`src/rtl/irq_ctrl_pkg.sv`:
```
// Shared constants for the memory-mapped interrupt controller:
// register offsets, CLAIM field layout and a byte-lane helper.
package irq_ctrl_pkg;

    localparam logic [7:0] OFS_PENDING = 8'h00;
    localparam logic [7:0] OFS_ENABLE  = 8'h04;
    localparam logic [7:0] OFS_TYPE    = 8'h08;
    localparam logic [7:0] OFS_CTRL    = 8'h0C;
    localparam logic [7:0] OFS_CLAIM   = 8'h10;

    localparam int CLAIM_VALID_BIT = 31;
    localparam int CLAIM_ID_W      = 5;

    function automatic logic [31:0] lane_mask(input logic [3:0] be);
        return {{8{be[3]}}, {8{be[2]}}, {8{be[1]}}, {8{be[0]}}};
    endfunction

endpackage

```
`src/rtl/irq_sync_edge.sv`:
```
// Per-line two-flop synchroniser followed by a previous-value flop;
// exposes the synchronised level and a single-cycle rise strobe.
module irq_sync_edge #(
    parameter int NSRC = 8
) (
    input  logic            clk,
    input  logic            reset,
    input  logic [NSRC-1:0] src,
    output logic [NSRC-1:0] level,
    output logic [NSRC-1:0] rise
);

    for (genvar i = 0; i < NSRC; i++) begin : g_line
        logic s1;
        logic s2;
        logic prev;

        always_ff @(posedge clk or negedge reset) begin
            if (!reset) begin
                s1   <= 1'b0;
                s2   <= 1'b0;
                prev <= 1'b0;
            end else begin
                s1   <= src[i];
                s2   <= s1;
                prev <= s2;
            end
        end

        assign level[i] = s2;
        assign rise[i]  = s2 & ~prev;
    end

endmodule

```
`src/rtl/irq_ctrl.sv`:
```
// Interrupt controller top: register file, bus decode, pending logic,
// lowest-index claim encoder and the registered irq output.
module irq_ctrl #(
    parameter int          NSRC      = 8,
    parameter logic [31:0] BASE_ADDR = 32'hFFFF_FF00
) (
    input  logic            clk,
    input  logic            reset,
    input  logic [NSRC-1:0] src,
    input  logic            wr,
    input  logic [31:0]     addr_out,
    input  logic [31:0]     data_out,
    input  logic [15:0]     wr_mask,
    output logic [31:0]     mrd,
    output logic            irq
);
    import irq_ctrl_pkg::*;

    localparam logic [32:0] ONE33    = 33'd1;
    localparam logic [31:0] SRC_MASK = 32'((ONE33 << NSRC) - ONE33);

    logic [NSRC-1:0] level;
    logic [NSRC-1:0] rise;

    logic [31:0] lvl32;
    logic [31:0] rise32;
    logic [31:0] pending;
    logic [31:0] enable;
    logic [31:0] type_q;
    logic        ctrl_en;

    logic        sel;
    logic        we;
    logic [7:0]  ofs;
    logic [31:0] be;
    logic [31:0] wbits;
    logic [31:0] clr;
    logic [31:0] type_next;
    logic [31:0] to_edge;
    logic [31:0] pend_next;
    logic [31:0] act;
    logic [31:0] claim;
    logic [CLAIM_ID_W-1:0] claim_id;
    logic        unused_bits;

    irq_sync_edge #(.NSRC(NSRC)) u_sync (
        .clk   (clk),
        .reset (reset),
        .src   (src),
        .level (level),
        .rise  (rise)
    );

    assign lvl32  = 32'(level);
    assign rise32 = 32'(rise);

    assign sel   = (addr_out[31:8] == BASE_ADDR[31:8]);
    assign we    = wr && sel;
    assign ofs   = {addr_out[7:2], 2'b00};
    assign be    = lane_mask(wr_mask[3:0]);
    assign wbits = data_out & be;

    assign unused_bits = ^{wr_mask[15:4], addr_out[1:0]};

    always_comb begin
        clr       = '0;
        type_next = type_q;
        if (we && ofs == OFS_PENDING) begin
            clr = wbits;
        end
        if (we && ofs == OFS_CLAIM && wr_mask[0]) begin
            clr[data_out[4:0]] = 1'b1;
        end
        if (we && ofs == OFS_TYPE) begin
            type_next = ((type_q & ~be) | wbits) & SRC_MASK;
        end
        // a bit switching level->edge drops its stale level value
        to_edge   = type_next & ~type_q;
        pend_next = (type_q & ((pending & ~clr) | rise32))
                  | (~type_q & lvl32);
        pend_next = pend_next & ~to_edge & SRC_MASK;
    end

    always_ff @(posedge clk or negedge reset) begin
        if (!reset) begin
            pending <= '0;
            enable  <= '0;
            type_q  <= SRC_MASK;
            ctrl_en <= 1'b0;
            irq     <= 1'b0;
        end else begin
            pending <= pend_next;
            type_q  <= type_next;
            if (we && ofs == OFS_ENABLE) begin
                enable <= ((enable & ~be) | wbits) & SRC_MASK;
            end
            if (we && ofs == OFS_CTRL && wr_mask[0]) begin
                ctrl_en <= data_out[0];
            end
            irq <= ctrl_en && |(pending & enable);
        end
    end

    always_comb begin
        act      = pending & enable;
        claim_id = '0;
        for (int i = 31; i >= 0; i--) begin
            if (act[i]) begin
                claim_id = CLAIM_ID_W'(i);
            end
        end
        claim                   = '0;
        claim[CLAIM_VALID_BIT]  = |act;
        claim[CLAIM_ID_W-1:0]   = claim_id;
    end

    always_comb begin
        mrd = '0;
        if (sel) begin
            case (ofs)
                OFS_PENDING: mrd = pending;
                OFS_ENABLE:  mrd = enable;
                OFS_TYPE:    mrd = type_q;
                OFS_CTRL:    mrd = {31'b0, ctrl_en};
                OFS_CLAIM:   mrd = claim;
                default:     mrd = '0;
            endcase
        end
    end

endmodule

```
`config.mk`:
```
export PLATFORM = sky130hd
export DESIGN_NAME = irq_ctrl
export DESIGN_NICKNAME = d
export VERILOG_FILES = /design/src/rtl/irq_ctrl_pkg.sv /design/src/rtl/irq_sync_edge.sv /design/src/rtl/irq_ctrl.sv
export SDC_FILE = /design/constraint.sdc
export NUM_CORES = 1
export LEC_CHECK = 0
export ABC_AREA = 1
export BUFFER_PORTS_ARGS = -buffer_cell sky130_fd_sc_hd__buf_2
export CAP_MARGIN = 20
export CORE_ASPECT_RATIO = 0.8
export CORE_MARGIN = 2
export CORE_UTILIZATION = 48
export CTS_BUF_LIST = sky130_fd_sc_hd__clkbuf_8
export DETAILED_ROUTE_END_ITERATION = 10
export PLACE_DENSITY = 0.89
export SLEW_MARGIN = 20
export SYNTH_ARGS = -nofsm -noshare
export SYNTH_HDL_FRONTEND = slang
export SYNTH_SLANG_ARGS = --single-unit
```
`constraint.sdc`:
```
create_clock -name clk -period 1.6 [get_ports clk]
set_clock_uncertainty 0.15 [all_clocks]
set_input_delay 0.08 -clock clk [delete_from_list [all_inputs] [get_ports clk]]
set_output_delay 0.08 -clock clk [all_outputs]
set_load 0.005 [all_outputs]
```
==> results by group <==
Die
  • Die Width: 87.7 µm
  • Placeable core region: 0.00544 mm²
  • # rows: 24
  • Number of placed I/O pins: 124
  • Initial cell density of the core: 49.5%
  • Total Die Area: 0.00622 mm²
  • DIE HEIGHT: 71.0 µm

Synthesis
  • Count of distinct cell types in the synthesized netlist: 28
  • XOR/XNOR share of the synthesized area: 0%
  • Multiplexer share of the synthesized area: 0%
  • Synthesis Warnings: 0
  • Complex-gate fraction of the synthesized area: 8.23%
  • Cell count after synthesis: 346
  • Number of synthesized register bits: 50
  • Adder and majority cell fraction of the synthesized area: 0%
  • Main combinational cell family by area after synthesis: simple AND/OR/NAND/NOR gates
  • Synth area leader: dfrtp_1
  • Post-Synthesis Cell Area: 0.00269 mm²
  • Proportion of netlist area held by the largest area contributor: 39.1%
  • Sequential cell area fraction in the yosys report: 46.9%
  • Post-synthesis area per instance: 7.77 µm²
  • Main area contributors after synthesis: dfrtp_1, nand2_1, dfstp_2, buf_4, nor2_1
  • Post-synthesis simple-gate area fraction: 33.8%

Outcome
  • Failing checks: negative setup slack
  • Status: finished, violations left

GRT
  • Global-route wire length before repair: 10.7 mm
  • Global-route total usage across every layer: 22.1%
  • Maximum number of pins on one net before global-route repair: 51
  • Initial antenna violation count: 0
  • Via count of the first global-routing pass: 2,436
  • Congestion Overflow GR: 0

Finish
  • End-of-flow core utilization: 65.0%
  • Syn-to-layout area delta: 31.4%
  • Post-Layout Inst Area: 0.00353 mm²
  • # nets final: 549
  • FILL cells: 480
  • Layout cell share with drive strength beyond 1: 29.7%
  • Count of placed standard cells in the final layout, fillers left out: 536
  • Antenna diode count: 0

Min path
  • Start point of the worst min-delay path: wr
  • Path class of the lowest-slack min-delay path: in -> reg

Setup path
  • Worst reg2reg startpoint: pending[5]
  • Slowest-stage cell, CP: dfrtp_1
  • Slowest Stage Delay on Critical Path: 0.40 ns
  • Crit. End Element: output port
  • Type of element launching the critical path: flop
  • Cell family with most CP delay: simple AND/OR/NAND/NOR gates
  • Cell chain of the critical path: nand2_1, nand2_1, nor2_1, nand4_1, a41oi_2, buf_2
  • Crit Path Class: reg -> out
  • Worst Path Arrival: 1.45 ns
  • Critical path launch point: pending[0]
  • Worst EP required: 1.37 ns
  • Most common cell on crit path: nand2_1
  • Largest driver fanout on the critical path: 2
  • Total buffers and inverters traversed by the critical path: 1

Clock tree
  • Htree depth: 2
  • Clock tree from TritonCTS: built
  • CTS Buf Count: 5
  • Clock-pin slew reported for the worst setup and hold paths after clock tree synthesis: 0.08 ns
  • Clock sink total: 50
  • CTS root buffer: clkbuf_8
  • Maximum clock insertion buffer count: 2
  • Clock Latency Late Sink: 0.30 ns

Power
  • Post-layout total power: 0.00223 W
  • Static power due to leakage: 1.86 nW
  • Largest voltage drop on the vdd net: 0.000573 V
  • Total power per unit cell area: 631 mW/mm²

Detailed routing
  • Vias: 2,600
  • Routed WL: 6.54 mm
  • Starting DRC count in detailed routing: 134
  • Vias per inst: 4.85
  • DRC viols: 0
  • Detailed-routing iteration count for the pre-antenna-repair pass: 4
  • Routed wire length per instance: 12.2 µm
  • Final antenna-violating net count: 0

Timing
  • Minimum period implied by the final worst setup slack: 1.68 ns
  • RSZ-0062 raised after global routing: true
  • Period utilisation layout: 105%
  • Final count of negative-setup-slack endpoints: 4
  • Min Hold Slack: 0.0165 ns
  • Number of endpoints with negative hold slack in the final report: 0
  • Worst path setup slack after routing: -0.0766 ns
  • Final slew viol count: 0
  • Max Clk Rate: 596 MHz

Placement
  • Number of placed instances, taps included: 496
  • Count of buffers inserted at the top-level ports: 59
  • Final HPWL DP: 4.80 mm
  • Final GP Congestion: 0.910
  • Post-DP Area: 0.00312 mm²

Flow run
  • Number of max-cap violations: 0
[per-stage QoR]
stage / setup WS [ns] / setup TNS (ns)
4_1_cts: -0.112 / -0.234
2_1_floorplan: 0.384 / 0
5_1_grt: -0.254 / -0.779
6_report: -0.0766 / -0.225
3_3_place_gp: 0.0535 / 0
3_5_place_dp: 0.0156 / 0
[path summary, 6_finish.rpt]
| kind | slack [ns] | depth (start not counted) | to |
|---|---|---|---|
| worst max-delay path | -0.08 | 6 | mrd[2] |
| max in group asynchronous | 0.86 | 3 | type_q[5] |
| worst max register to register | 0.16 | 6 | irq |
| worst min register to register | 0.20 | 0 | u_sync.g_line[6].s2 |
| worst min-delay path | 0.02 | 5 | type_q[5] |
| min in group asynchronous | 0.16 | 3 | u_sync.g_line[2].s1 |
[worst min-delay path: cells and delay by family]
family / cells / cell delay [ns]
buf+inv: 1 / 0.13
simple gates: 4 / 0.25
[cell type report]
| class | count | area (µm²) | area share, % |
|---|---|---|---|
| Clock inverter | 2 | 11.3 | 0.319 |
| Sequential cell | 50 | 1260 | 35.7 |
| Inverter | 23 | 86.3 | 2.44 |
| Clock buffer | 5 | 68.8 | 1.95 |
| Multi-Input combinational cell | 268 | 1260 | 35.6 |
| Tap cell | 78 | 97.6 | 2.76 |
| Timing Repair Buffer | 110 | 749 | 21.2 |
[timing repair]
item                       in CTS  in global routing
setup buffers                  12                  4
hold endpoints to repair       77                  0
gates resized for setup         8                  5
hold buffers                   17                  0
pin swaps                       8                  3
setup endpoints to repair       4                  8
[report_power, final]
part / switching (W) / internal [W]
logic: 0.000126 / 0.000108
registers: 0.0000180 / 0.00130
clock network: 0.000384 / 0.000294
total: 0.000529 / 0.00170
[cell families after synthesis]
| group | after synthesis |
|---|---|
| simple gates | 209 |
| other cells | 1 |
| flops | 50 |
| compound gates | 36 |
| buf+inv | 50 |
[synthesized netlist by cell type, drive strengths merged]
master	instances
inv	23
dfrtp	42
a22oi	1
a41oi	1
dfstp	8
a21boi	1
nor2	46
nand3	14
o2111ai	1
nand4	5
a21oi	12
nor3	10
conb	1
o21ai	15
buf	27
a31oi	5
nand2	134
[routing by layer]
layer / up-vias / wire length (µm) / share of wire, % / track usage (%)
met4: 0 / 82 / 1.3 / 6.84
met5: - / 0 / 0 / 0
met2: 123 / 3050 / 47 / 35.6
met1: 1188 / 2800 / 43 / 30.0
met3: 11 / 606 / 9.3 / 4.78
li1: 1278 / - / - / -
[cells in the final DEF, fill, tap and decap left out, drive strengths merged]
| master | n |
|---|---|
| a41oi | 1 |
| a22oi | 1 |
| nor2 | 46 |
| nand4 | 5 |
| nand2 | 134 |
| buf | 93 |
| o2111ai | 1 |
| a31oi | 5 |
| clkbuf | 5 |
| dfrtp | 42 |
| nand3 | 14 |
| a21oi | 12 |
| dfstp | 8 |
| dlygate4sd3 | 17 |
| o21ai | 15 |
| conb | 23 |
| nor3 | 10 |
| inv | 24 |
| a21boi | 1 |
| clkinvlp | 1 |
No activity file was read; power rests on OpenSTA's default activity.
